<file path="config.mk">
export PLATFORM = sky130hd
export DESIGN_NAME = branch_predict_unit
export DESIGN_NICKNAME = d
export VERILOG_FILES = /design/src/rtl/branch_predict_unit.sv
export SDC_FILE = /design/constraint.sdc
export NUM_CORES = 1
export LEC_CHECK = 0
export BUFFER_PORTS_ARGS = -buffer_cell sky130_fd_sc_hd__buf_2
export CAP_MARGIN = 20
export CORE_ASPECT_RATIO = 0.7
export CORE_MARGIN = 10
export CORE_UTILIZATION = 55
export DETAILED_ROUTE_END_ITERATION = 16
export PLACE_DENSITY = 0.77
export REMOVE_ABC_BUFFERS = 1
export SYNTH_ARGS = -nofsm -noshare
export SYNTH_HDL_FRONTEND = slang
export SYNTH_SLANG_ARGS = --single-unit
</file>
<file path="constraint.sdc">
create_clock -name clk -period 8.15 [get_ports clk]
set_input_delay 1.2225 -clock clk [delete_from_list [all_inputs] [get_ports clk]]
set_output_delay 1.2225 -clock clk [all_outputs]
set_load 0.005 [all_outputs]
</file>
<file path="src/rtl/branch_predict_unit.sv">
// Conditional branch resolution from ALU flags, with a PC-indexed table of 2-bit
// saturating counters for fetch-time prediction and saturating performance counters.
module branch_predict_unit #(
  parameter int unsigned PC_WIDTH    = 32,
  parameter int unsigned BHT_ENTRIES = 64,
  parameter logic [1:0]  INIT_STATE  = 2'b01,
  parameter int unsigned STAT_WIDTH  = 32
) (
  input  logic                  clk,
  input  logic                  rst,
  input  logic [PC_WIDTH-1:0]   pc_if,
  output logic                  pred_taken_if,
  input  logic                  branch_ex,
  input  logic                  stall_ex,
  input  logic [2:0]            funct3_ex,
  input  logic                  cf,
  input  logic                  zf,
  input  logic                  vf,
  input  logic                  sf,
  input  logic [PC_WIDTH-1:0]   pc_ex,
  input  logic                  pred_taken_ex,
  output logic                  branch_taken,
  output logic                  mispredict,
  output logic [STAT_WIDTH-1:0] perf_branches,
  output logic [STAT_WIDTH-1:0] perf_mispred
);

  localparam int unsigned IDX_W = $clog2(BHT_ENTRIES);

  logic [1:0]            bht_q [BHT_ENTRIES];
  logic [1:0]            bht_d [BHT_ENTRIES];
  logic [IDX_W-1:0]      idx_if;
  logic [IDX_W-1:0]      idx_ex;
  logic                  funct_ok;
  logic                  cond;
  logic                  vb;
  logic [1:0]            ctr;
  logic [1:0]            ctr_next;
  logic [STAT_WIDTH-1:0] perf_branches_q, perf_branches_d;
  logic [STAT_WIDTH-1:0] perf_mispred_q, perf_mispred_d;
  logic                  unused_pc;

  // Word-aligned PCs: the two byte-offset bits carry no information.
  assign idx_if = pc_if[IDX_W+1:2];
  assign idx_ex = pc_ex[IDX_W+1:2];
  assign unused_pc = ^{pc_if[PC_WIDTH-1:IDX_W+2], pc_if[1:0],
                       pc_ex[PC_WIDTH-1:IDX_W+2], pc_ex[1:0]};

  // No bypass: a same-cycle update to idx_if shows up only from the next cycle.
  assign pred_taken_if = bht_q[idx_if][1];

  // cf is the subtract carry, so cf = 1 means rs1 >= rs2 unsigned.
  always_comb begin
    funct_ok = 1'b1;
    cond     = 1'b0;
    case (funct3_ex)
      3'b000:  cond = zf;
      3'b001:  cond = ~zf;
      3'b100:  cond = sf ^ vf;
      3'b101:  cond = ~(sf ^ vf);
      3'b110:  cond = ~cf;
      3'b111:  cond = cf;
      default: funct_ok = 1'b0;
    endcase
  end

  assign vb           = branch_ex & ~stall_ex & funct_ok;
  assign branch_taken = vb & cond;
  assign mispredict   = vb & (branch_taken != pred_taken_ex);

  always_comb begin
    ctr = bht_q[idx_ex];
    if (branch_taken) begin
      ctr_next = (ctr == 2'b11) ? ctr : ctr + 2'd1;
    end else begin
      ctr_next = (ctr == 2'b00) ? ctr : ctr - 2'd1;
    end
  end

  always_comb begin
    bht_d = bht_q;
    if (vb) begin
      bht_d[idx_ex] = ctr_next;
    end
  end

  always_comb begin
    perf_branches_d = perf_branches_q;
    perf_mispred_d  = perf_mispred_q;
    if (vb && (perf_branches_q != '1)) begin
      perf_branches_d = perf_branches_q + STAT_WIDTH'(1);
    end
    if (mispredict && (perf_mispred_q != '1)) begin
      perf_mispred_d = perf_mispred_q + STAT_WIDTH'(1);
    end
  end

  always_ff @(posedge clk or posedge rst) begin
    if (rst) begin
      for (int i = 0; i < int'(BHT_ENTRIES); i++) begin
        bht_q[i] <= INIT_STATE;
      end
      perf_branches_q <= '0;
      perf_mispred_q  <= '0;
    end else begin
      bht_q           <= bht_d;
      perf_branches_q <= perf_branches_d;
      perf_mispred_q  <= perf_mispred_d;
    end
  end

  assign perf_branches = perf_branches_q;
  assign perf_mispred  = perf_mispred_q;

endmodule

</file>
# Word-level counts from Yosys, hierarchy flattened
# Index checks and enable logic that the tools add are counted.
# totals
word_cells	113
out_inout_bits	67
regBits	192
in_bits	76
# op_classes
n_reduce_logical	6
mux	14
n_eq_ne	9
bitwise	11
n_addsub	4
n_lt_le_gt_ge	3
# ops
cell	count
bitwise mux 128 bit	1
adder 32 x 1 -> 32 bit, second input constant	2
!= test 32 bit, second input constant	2
binary-select mux 2 bit (select 6 bit)	2
two-way mux 2 bit	8
greater-or-equal comparator 7 bit, second input constant	2
inverter 6 -> 7 bit	2
demux 2 bit (select 6 bit)	1
equality test 3 bit, second input constant	4
less-than comparator 7 x 1 -> 1 bit, second input constant	1
case mux 1 bit (6 select lines)	1
OR reduction 6 bit	1
AND 1 bit	4
inverter 1 bit	4
equality test 3 x 1 -> 1 bit, second input constant	1
logical AND 1 bit	3
logical NOT 3 bit	1
adder 2 x 1 -> 2 bit, second input constant	1
equality test 2 bit, second input constant	1
logical NOT 2 bit	1
subtractor 2 x 1 -> 2 bit, second input constant	1
two-way mux 1 bit	1
!= test 1 bit	1
bitwise XOR 1 bit	1

# Logic depth before layout (Yosys ltp)
# Gate-level depths: netlist (run 1).
# logic_depth
ltp_word	8
ltp_mapped	11
ltp_nobuf	7

# Least setup slack after synthesis (run 1)
# Ideal clock, no wire load.
# synth_timing
path_kind	input-to-output
start	input port pc_if[2]
end	output port pred_taken_if
cell_stages	5
arrival_ns	3.390
t_required_ns	6.928
path_slack_ns	3.538
path_buffers	2
path_cell_list	clkbuf_1 -> buf_2 -> mux4_2 -> mux4_2 -> mux4_2
# synth_via
elab_chain_cells	4
# synth_lines
element	line_no	source
start: declaration	11	input logic [PC_WIDTH-1:0] pc_if,
inverter 6 -> 7 bit (implied by the code)	50	assign pred_taken_if = bht_q[idx_if][1];
binary-select mux 2 bit (select 6 bit)	50	
two-way mux 2 bit (implied by the code) (2 in a row)	50	
end: declaration	12	output logic pred_taken_if,
# No other way between the ends. The select of a mux whose other input is x is not followed.

# Worst setup path in the final report (run 1)
# Same ends and word-level chain as after synthesis.

==> results.md, run 1 <==
- Antenna cells: 0
- Max clock buf depth: 2
- Setup TNS: 0 ns
- Placer Congestion: 0.863
- Slew margin rel.: between 20% and 30%
- Yosys warns: 0
- Final core utilization: between 60 and 70%
- Synth area leaders: dfrtp_1, dfstp_2, mux4_2
- DR iter-0 viols: 871
- Area growth from synthesis to layout: 10.7%
- Num CTS Buffers: 17
- GR Util All Layers: 20.8%
- Mean Syn Cell Area: 10.6 um^2
- Reg clk slew, reported paths: 0.08 ns
- I/O Pins: roughly 140
- Net Sw Frac: 29.2%
- Effective utilization at floorplan: 56.4%
- Post-DP HPWL: around 16 mm
- Final WS setup: 3.45 ns
- Port buffer count: 90
- Fin. Hold Viols: 0
- Number of synthesized register bits: 192
- Clk_skew: 0.0133 ns
- Worst-Margin Slew: roughly 1.1 ns
- Nets@finish: about 1.1k
- Power Total: 2.35 mW
- LEAKAGE: 4.71 nW
- Routed WL: roughly 24 mm
- Status: completed
- Top cells by count, synth: nor2_1, a21oi_1, dfrtp_1
- Number of global-route vias before repair: 7169
- Drt pass-1 iters: 5
- H-tree levels: 4
- P per Cell Area: 218 mW/mm^2
- Die width: 179 um
- Reg area: 0.00488 mm^2
- RSZ-0062 raised after global routing: no
- Crit path DAT: 3.48 ns
- Post_cts resized: 0
- Filler cell count: 1403
- Detail Route Antenna Nets: 0
- # rows: 40
- First-pass GRT wire length: between 30 and 40 mm
- Core area: around 0.017 mm^2
- Worst setup SP type: primary input
- Setup-failing EPs final: 0
- Worst VDD drop: approximately 0.00013 V
- Leading area contributor after synthesis: dfrtp_1
- Crit path kind: primary input to primary output
- Die height: 131 um
- Psw: 685 uW
- Initial antenna violation count: 1
- Footprint of the multi-input gates: 0.00448 mm^2
- Hold_buf cts: 0
- Post-synth ARST share: 100%
- DRC viols: 0
- Post-Synthesis Cells: a little over 900
- Crit end category: primary output
- Critical Path RT: about 6.9 ns
- Int Power: 1.66 mW
- Clk sinks: 192
- Routed vias: 7438
- Synth Cell Area: 0.00973 mm^2
- TritonCTS clock tree: yes
- Largest net degree at the start of global routing: 120
- Max cap viols: 0
- Post-synth EDFFs: 0
- Clk pwr share: between 30% and 40%
- Combinational fraction of design power: ~15%
- Sequential share of power: 49.3%
- Skew-Pair Late Insertion Delay: 0.43 ns
- GR Overflow Total: 0
- F_max: 0.213 GHz
- Critical Path Fanout Max: 16
- Postcts setup bufs: 0
- Root buf cell: clkbuf_16
- Worst min-delay path category: register to register
- Crit path time final: approximately 4.7 ns
- Setup slack of the most critical reg-to-reg path: 5.07 ns
- Placement Setup Slack: 3.43 ns
- Via density: between 6 and 7
- Distinct cells, synth: 60
- Top_reg_cell synth: dfrtp_1
- Share of cells above drive strength 1: 24.4%
- Sequential-to-total area share from yosys stat: 50.2%
- Final Slew Violations: 0
- Crit share post-route: 57.6%
- WL/cell: 19.8 um
- Die area: 0.0235 mm^2
- Share of the synthesized area in the top cell type: 32.9%
- Top-count cell post-synth: nor2_1
-- power groups by stage --
stage	registers [mW]	logic, mW	clock network, mW
floorplan	1.15	0.234	0
detailed placement	1.17	0.361	0
finish	1.16	0.361	0.829
CTS	1.15	0.362	0.838
global route	1.17	0.399	0.880
global placement	1.16	0.349	0
-- layout by cell type (no fill, tap or decap), types with 13 or more instances in the layout --
master       n
a21oi_1    130
buf_2       90
nand4_1     26
dfrtp_1    128
clkbuf_16   17
nor2_1     192
mux2i_1     21
nand2_1     31
nor3_1      13
mux4_2      39
nand3_1     34
xor2_1      16
dfstp_2     64
and3_1      16
xnor2_1     48
-- cell type report --
cell class	count	area share (%)
sequential	192	45.3
multi-input combinational	666	41.5
timing repair buffer	95	4.53
clock buffer	18	3.98
tap	231	2.68
clock inverter	14	1.38
inverter	14	0.557
-- sequential cells by signal (all words and copies together) (netlist names) --
name           count
bht_q            128
perf_branches     32
perf_mispred      32
-- logic make-up (layout without fill, tap and decap cells) --
| family | Yosys count | after routing | share of synthesized area (%) |
|---|---|---|---|
| XOR/XNOR | 65 | 65 | 5.99 |
| buffers and inverters | 59 | 141 | 3.82 |
| flip-flops | 192 | 192 | 50.2 |
| multiplexers | 65 | 65 | 11.9 |
| AO/OA/AOI/OAI | 179 | 179 | 10.5 |
| AND/OR/NAND/NOR | 353 | 353 | 17.1 |
| adder cells (fa/ha/maj) | 4 | 4 | 0.488 |
-- stage by stage --
| step | hold WS (ns) | instances | instance area (um^2) |
|---|---|---|---|
| after global placement | 0.473 | 1198 | 10200 |
| after global routing | 0.513 | 1230 | 10800 |
| after CTS | 0.484 | 1230 | 10800 |
| after detailed placement | 0.470 | 1198 | 10200 |
| final | 0.481 | 1230 | 10800 |
| after floorplan | 0.477 | 872 | 9410 |
-- metal layers --
metal | vias to the layer above | global-route usage (%) | wire length, um
met1 | 3682 | 29.6 | 11000
li1 | 3427 | - | -
met5 | - | 0 | 8
met4 | 2 | 4.63 | 327
met3 | 32 | 7.50 | 2110
met2 | 295 | 29.7 | 11000
-- path summary, 6_finish.rpt --
check | from | endpoint | depth (start not counted)
worst max-delay path | pc_if[2] | pred_taken_if | 5
worst min-delay path | perf_branches[19] | perf_branches[19] | 1
worst max register to register | bht_q[97] | bht_q[75] | 8
worst min register to register | perf_branches[19] | perf_branches[19] | 1
max in group asynchronous | rst | bht_q[97] | 3
min in group asynchronous | rst | perf_branches[22] | 2
-- worst max-delay path, stage by stage --
cell and delay, ns:
buf_2 0.50, mux4_2 0.64, mux4_2 0.48, mux4_2 0.48
buf_2 0.14
Note: power is estimated with default switching activity, not from simulation.
==> run 2: changes to the inputs <==
==> constraint.sdc (replaced) <==
create_clock -name clk -period 4.48 [get_ports clk]
set_input_delay 0.672 -clock clk [delete_from_list [all_inputs] [get_ports clk]]
set_output_delay 0.672 -clock clk [all_outputs]
set_load 0.005 [all_outputs]
==> results.md, run 2 (synthesis gave the netlist of run 1 again) <==
- Status: completed
- WL/cell: 20.3 um (+2.4%)
- Clk pwr share: 35.5% (+0.2 points)
- Peak per-stage delay on the critical path: 0.64 ns (about the same)
- Die width: 179 um (unchanged)
- Crit path time final: 3.61 ns
- Sequential share of power: 49.0% (-0.3 points)
- DR iter-0 viols: 743 (-15%)
- Num CTS Buffers: 17 (unchanged)
- LEAKAGE: 4.76 nW (+1.1%)
- Setup TNS: 0 ns (unchanged)
- Leading cell types in the layout, fill and taps excluded: nor2_1, a21oi_1, dfrtp_1, buf_2, dfstp_2
- Post_cts resized: 0 (unchanged)
- Share of cells above drive strength 1: 25.0% (+0.58 points)
- Max clock buf depth: 2 (unchanged)
- Worst VDD drop: 0.000208 V (+64%)
- Root buf cell: clkbuf_16
- Setup-failing EPs final: 0 (unchanged)
- GR Util All Layers: 21.9% (+1.1 points)
- Routed WL: 25.1 mm (+2.8%)
- Placer Congestion: 0.883 (+2.4%)
- Detail Route Antenna Nets: 0 (unchanged)
- Combinational fraction of design power: 15.5% (about the same)
- Int Power: 3.04 mW (+83%)
- Crit share post-route: 80.6%
- Fin. Hold Viols: 0 (unchanged)
- Initial antenna violation count: 0 (-1)
- Nets@finish: 1069 (+0.47%)
- Crit path kind: primary input to primary output
- Placed cell count: 1203 (+0.42%)
- Slew margin rel.: 31.3% (+2.7 points)
- Final Slew Violations: 0 (unchanged)
- Placement Setup Slack: 0.583 ns (-2.85 ns)
- H-tree levels: 4 (unchanged)
- CP Capture Point: pred_taken_if
- Largest reg by FF count: bht_q
- Skew-Pair Late Insertion Delay: 0.44 ns (about the same)
- Crit path cell chain: buf_2 > mux4_2 > mux4_2 > mux4_2 > buf_2
- Buf/Inv on CP: 2 (unchanged)
- Drt pass-1 iters: 5 (unchanged)
- Critical Path RT: 3.81 ns (-3.12 ns)
- Final WS setup: 0.871 ns (-2.58 ns)
- Most frequent CP cell: mux4_2
- Max cap viols: 0 (unchanged)
- Core area: 0.0173 mm^2 (unchanged)
- Critical-path top delay cell: mux4_2
- Final non-filler cell total: 1235 (+0.41%)
- Clk sinks: 192 (unchanged)
- Number of global-route vias before repair: 7601 (+6.0%)
- Worst setup SP type: primary input
- DRC viols: 0 (unchanged)
- P per Cell Area: 396 mW/mm^2 (+82%)
- Postcts setup bufs: 0 (unchanged)
- Worst-Margin Slew: 1.02 ns (-0.0403 ns)
- Die area: 0.0235 mm^2 (unchanged)
- First-pass GRT wire length: 41.3 mm (+5.6%)
- TritonCTS clock tree: yes
- Max reg flops: 128 (unchanged)
- Setup slack of the most critical reg-to-reg path: 1.69 ns (-3.38 ns)
- Die height: 131 um (unchanged)
- Hold_buf cts: 0 (unchanged)
- Post-DP HPWL: 17.0 mm (+3.4%)
- Net Sw Frac: 29.2% (about the same)
- Crit end category: primary output
- GR Overflow Total: 0 (unchanged)
- Area growth from synthesis to layout: 11.4%
- Via density: 6.11 (+1.1%)
- F_max: 0.277 GHz
- Worst r2r src: bht_q[85]
- Largest net degree at the start of global routing: 145 (+21%)
- Routed vias: 7549 (+1.5%)
- Filler cell count: 1332 (-5.1%)
- Effective utilization at floorplan: 56.4% (unchanged)
- Power Total: 4.30 mW (+83%)
- Antenna cells: 0 (unchanged)
- Largest delay share family, worst path: multiplexers
- Most common cell after layout, fill and taps aside: nor2_1
- Worst min-delay path category: primary input to asynchronous set/reset pin
- FF-to-FF path depth: 8 (unchanged)
- Crit path depth: 5 (unchanged)
- Crit path DAT: 2.94 ns (-0.54 ns)
- RSZ-0062 raised after global routing: no
- Reg clk slew, reported paths: 0.07 ns (about the same)
- I/O Pins: 143 (unchanged)
- Psw: 1.25 mW (+83%)
- Clk_skew: 0.0149 ns (+0.00161 ns)
- Port buffer count: 90 (unchanged)
- Critical Path Fanout Max: 16 (unchanged)
- # rows: 40 (unchanged)
- RR Endpoint: bht_q[30]
- CP startpoint: pc_if[2]
run 2: cell types whose count changed in the layout (fill, tap and decap cells not counted), sizes merged:
| cell | change |
|---|---|
| buf | +5 |
| inv | +2 |
| clkinvlp | -2 |
run 2: final cells by class:
type                       instances  area (um^2)  share of cell area (%)
timing repair buffer             100          551                    5.08
clock inverter                    14          144                    1.33
sequential                       192         4880                    45.0
clock buffer                      18          439                    4.05
tap                              231          289                    2.67
multi-input combinational        666         4480                    41.3
inverter                          14         60.1                   0.554
run 2: worst min-delay path by stage:
stage	endpoint	slack (ns)	depth (start not counted)
floorplan	perf_mispred[25]	0.48	1
global placement	perf_mispred[31]	0.47	1
detailed placement	perf_mispred[31]	0.48	1
CTS	perf_mispred[31]	0.49	1
global route	perf_mispred[9]	0.51	1
finish	perf_mispred[1]	0.43	2
run 2: worst reg2reg max path: cells and delay by family, from the launching register on:
kind	cells	cell delay, ns
multiplexers	2	0.68
adder cells (fa/ha/maj)	1	0.49
flip-flops	1	0.45
AND/OR/NAND/NOR	2	0.41
buffers and inverters	1	0.40
AO/OA/AOI/OAI	2	0.28
run 2: layer usage:
| metal | global-route usage [%] | part of all wire [%] |
|---|---|---|
| met5 | 0 | 0 |
| met4 | 6.23 | 1.6 |
| met3 | 6.90 | 9.0 |
| met2 | 31.8 | 46 |
| met1 | 30.8 | 44 |
run 2: metrics by stage:
| step | hold slack (ns) | area (um^2) | utilization [%] |
|---|---|---|---|
| 5_1_grt | 0.509 | 10800 | 62.8 |
| 4_1_cts | 0.489 | 10800 | 62.8 |
| 2_1_floorplan | 0.477 | 9410 | - |
| 3_5_place_dp | 0.476 | 10300 | 59.4 |
| 3_3_place_gp | 0.474 | 10300 | 59.4 |
| 6_report | 0.428 | 10800 | 62.8 |
run 2: power by group through the flow:
stage	clock network [mW]	registers, mW	logic, mW
4_1_cts	1.54	2.10	0.666
3_5_place_dp	0	2.13	0.662
2_1_floorplan	0	2.09	0.426
6_report	1.52	2.11	0.665
3_3_place_gp	0	2.12	0.642
5_1_grt	1.63	2.13	0.739
==> run 3: changes to the inputs <==
--- a/config.mk
+++ b/config.mk
@@ -5,13 +5,14 @@
 export SDC_FILE = /design/constraint.sdc
 export NUM_CORES = 1
 export LEC_CHECK = 0
+export ABC_AREA = 1
 export BUFFER_PORTS_ARGS = -buffer_cell sky130_fd_sc_hd__buf_2
 export CAP_MARGIN = 20
 export CORE_ASPECT_RATIO = 0.7
 export CORE_MARGIN = 10
 export CORE_UTILIZATION = 55
 export DETAILED_ROUTE_END_ITERATION = 16
-export PLACE_DENSITY = 0.77
+export PLACE_DENSITY = 0.76
 export REMOVE_ABC_BUFFERS = 1
 export SYNTH_ARGS = -nofsm -noshare
 export SYNTH_HDL_FRONTEND = slang
==> constraint.sdc (replaced) <==
create_clock -name clk -period 3.7 [get_ports clk]
set_input_delay 0.555 -clock clk [delete_from_list [all_inputs] [get_ports clk]]
set_output_delay 0.555 -clock clk [all_outputs]
set_load 0.005 [all_outputs]
==> results.md, run 3 <==
- DR iter-0 viols: 1110 (+49%)
- Sequential share of power: 47.4% (-1.6 points)
- Placed cell areas: 0.0127 mm^2 (+24%)
- Post-DP HPWL: 23.3 mm (+37%)
- Final non-filler cell total: 2031 (+64%)
- Post-synth EDFFs: 0 (unchanged)
- Synth area leaders: dfrtp_1, nand2_1, dfstp_2
- Skew-Pair Late Insertion Delay: 0.45 ns (about the same)
- Drt pass-1 iters: 7 (+2)
- Worst r2r src: perf_mispred[0]
- Post-synth ARST share: 100% (unchanged)
- Psw: 1.52 mW (+21%)
- Net Sw Frac: 31.0% (+1.9 points)
- Clk sinks: 192 (unchanged)
- Synth Cell Area: 0.0122 mm^2 (+25%)
- WL/cell: 16.6 um (-18%)
- Routed WL: 33.7 mm (+34%)
- Final WS setup: 0.877 ns (+0.00580 ns)
- Max cap viols: 0 (unchanged)
- Top-count cell post-synth: nand2_1
- Clk pwr share: 36.7% (+1.2 points)
- Critical-path top delay cell: inv_1
- Int Power: 3.38 mW (+11%)
- Placement Setup Slack: 0.659 ns (+0.0759 ns)
- Via density: 5.52 (-9.6%)
- Peak per-stage delay on the critical path: 0.47 ns (-0.17 ns)
- RSZ-0062 raised after global routing: no
- LEAKAGE: 6.44 nW (+35%)
- Effective utilization at floorplan: 56.0% (-0.33 points)
- Detail Route Antenna Nets: 0 (unchanged)
- H-tree levels: 4 (unchanged)
- Die height: 144 um (+10%)
- Worst-Margin Slew: 1.07 ns (+0.0498 ns)
- Area growth from synthesis to layout: 8.54%
- Setup slack of the most critical reg-to-reg path: 0.96 ns (-0.73 ns)
- Filler cell count: 1987 (+49%)
- Leading area contributor after synthesis: dfrtp_1
- # rows: 45 (+13%)
- Combinational fraction of design power: 15.9% (+0.4 points)
- Crit path DAT: 2.27 ns (-0.67 ns)
- First-pass GRT wire length: 54.0 mm (+31%)
- Hold WS: 0.172 ns (-0.256 ns)
- GR Overflow Total: 0 (unchanged)
- Die area: 0.0286 mm^2 (+22%)
- Largest net degree at the start of global routing: 90 (-38%)
- Worst min-delay path category: primary input to asynchronous set/reset pin
- Initial antenna violation count: 0 (unchanged)
- Top cells by count, synth: nand2_1, inv_1, nor2_1
- Status: completed
- Reg clk slew, reported paths: 0.07 ns (about the same)
- Leading cell types in the layout, fill and taps excluded: nand2_1, inv_1, nor2_1, nand3_1, dfrtp_1
- FF-to-FF path depth: 9 (+1)
- Crit share post-route: 76.3%
- Die width: 198 um (+11%)
- Root buf cell: clkbuf_16
- Num CTS Buffers: 17 (unchanged)
- Power Total: 4.90 mW (+14%)
- Crit path time final: 2.82 ns
- GR Util All Layers: 23.8% (+1.9 points)
- F_max: between 0.3 and 0.4 GHz
- Max clock buf depth: 2 (unchanged)
- Antenna cells: 0 (unchanged)
- Crit path kind: primary input to primary output
- Mean Syn Cell Area: 7.27 um^2 (-31%)
- RR Endpoint: perf_mispred[4]
- Post-Synthesis Cells: 1674 (+83%)
- Number of synthesized register bits: 192 (unchanged)
- Final Slew Violations: 0 (unchanged)
- Postcts setup bufs: 0 (unchanged)
- Max reg flops: 128 (unchanged)
- Fin. Hold Viols: 0 (unchanged)
- Worst setup SP type: primary input
- Yosys warns: 0 (unchanged)
- Share of cells above drive strength 1: 17.9% (-7.1 points)
- Core area: 0.0217 mm^2 (+26%)
- Hold_buf cts: 0 (unchanged)
- Final core utilization: 60.8% (-2.0 points)
- Setup TNS: 0 ns (unchanged)
- Critical Path Fanout Max: 14 (-2)
- Placed cell count: 1999 (+66%)
- Setup-failing EPs final: 0 (unchanged)
- Distinct cells, synth: 42 (-30%)
- Top_reg_cell synth: dfrtp_1
- Largest reg by FF count: bht_q
- Share of the synthesized area in the top cell type: 26.3% (-6.6 points)
- Critical Path RT: 3.14 ns (-0.67 ns)
- Crit end category: primary output
- DRC viols: 0 (unchanged)
- Design Area, Final: 0.0132 mm^2 (+22%)
- Nets@finish: 1814 (+70%)
- Sequential-to-total area share from yosys stat: 40.1% (-10 points)
- Clk_skew: 0.0108 ns (-0.00415 ns)
- Crit path cell chain: buf_2 > inv_1 > nor2_1 > o21ai_0 > o21ai_0 > o211ai_1 > nand3b_1 > nand2_1 > buf_2
- Routed vias: 11.2k (+49%)
- Worst VDD drop: 0.000354 V (+70%)
- Post_cts resized: 0 (unchanged)
- Most common cell after layout, fill and taps aside: nand2_1
- Slew margin rel.: 28.3% (-3.0 points)
- Port buffer count: 90 (unchanged)
- Placer Congestion: 0.951 (+7.7%)
- TritonCTS clock tree: yes
- Number of global-route vias before repair: 10.3k (+35%)
- I/O Pins: 143 (unchanged)
- P per Cell Area: 371 mW/mm^2 (-6.4%)
[run 3: power by group through the flow]
| stage | registers (mW) | logic (mW) | clock network [mW] |
|---|---|---|---|
| 2_1_floorplan | 2.34 | 0.463 | 0 |
| 3_3_place_gp | 2.35 | 0.762 | 0 |
| 3_5_place_dp | 2.35 | 0.776 | 0 |
| 4_1_cts | 2.32 | 0.779 | 1.81 |
| 5_1_grt | 2.34 | 0.861 | 1.89 |
| 6_report | 2.32 | 0.781 | 1.80 |
[run 3: cell families (layout without fill, tap and decap cells)]
group / count (synthesis) / in the layout / synth area share [%]
compound gates: 117 / 117 / 6.00
xor+xnor: 60 / 60 / 4.32
fa+ha+maj: 2 / 2 / 0.205
buf+inv: 262 / 337 / 10.5
flops: 192 / 192 / 40.1
simple gates: 1041 / 1041 / 38.9
[run 3: worst max-delay path by stage]
stage | cells past startpoint | slack (ns) | to | startpoint
detailed placement | 14 | 0.66 | bht_q[121] | pc_ex[2]
finish | 9 | 0.88 | pred_taken_if | pc_if[2]
floorplan | 1 | -1.98 | bht_q[101] | rst
global placement | 14 | 0.69 | bht_q[121] | pc_ex[2]
CTS | 9 | 0.95 | pred_taken_if | pc_if[2]
global route | 9 | 0.69 | perf_mispred[21] | perf_mispred[0]
[run 3: critical path: cells and delay by family]
| family | cells | cell delay [ns] |
|---|---|---|
| and+or+nand+nor | 3 | 0.27 |
| AOI/OAI and AO/OA | 3 | 0.67 |
| buffers and inverters | 3 | 0.77 |
[run 3: area by class of cell]
type / instances / area, um^2 / share of cell area [%]
Clock buffer: 17 / 425 / 3.22
Clock inverter: 15 / 121 / 0.918
Sequential cell: 192 / 4880 / 37.0
Inverter: 197 / 747 / 5.65
Timing Repair Buffer: 108 / 663 / 5.02
Multi-Input combinational cell: 1220 / 6020 / 45.6
Tap cell: 282 / 353 / 2.67
[run 3: layer usage]
metal  share of wire [%]  up-vias  track usage [%]  wire, um
met4                 1.6        0             6.73       550
li1                    -     5384                -         -
met3                 8.2       51             4.90      2760
met2                  44      468             35.3     14700
met5                   0        -                0         0
met1                  47     5314             34.2     15700
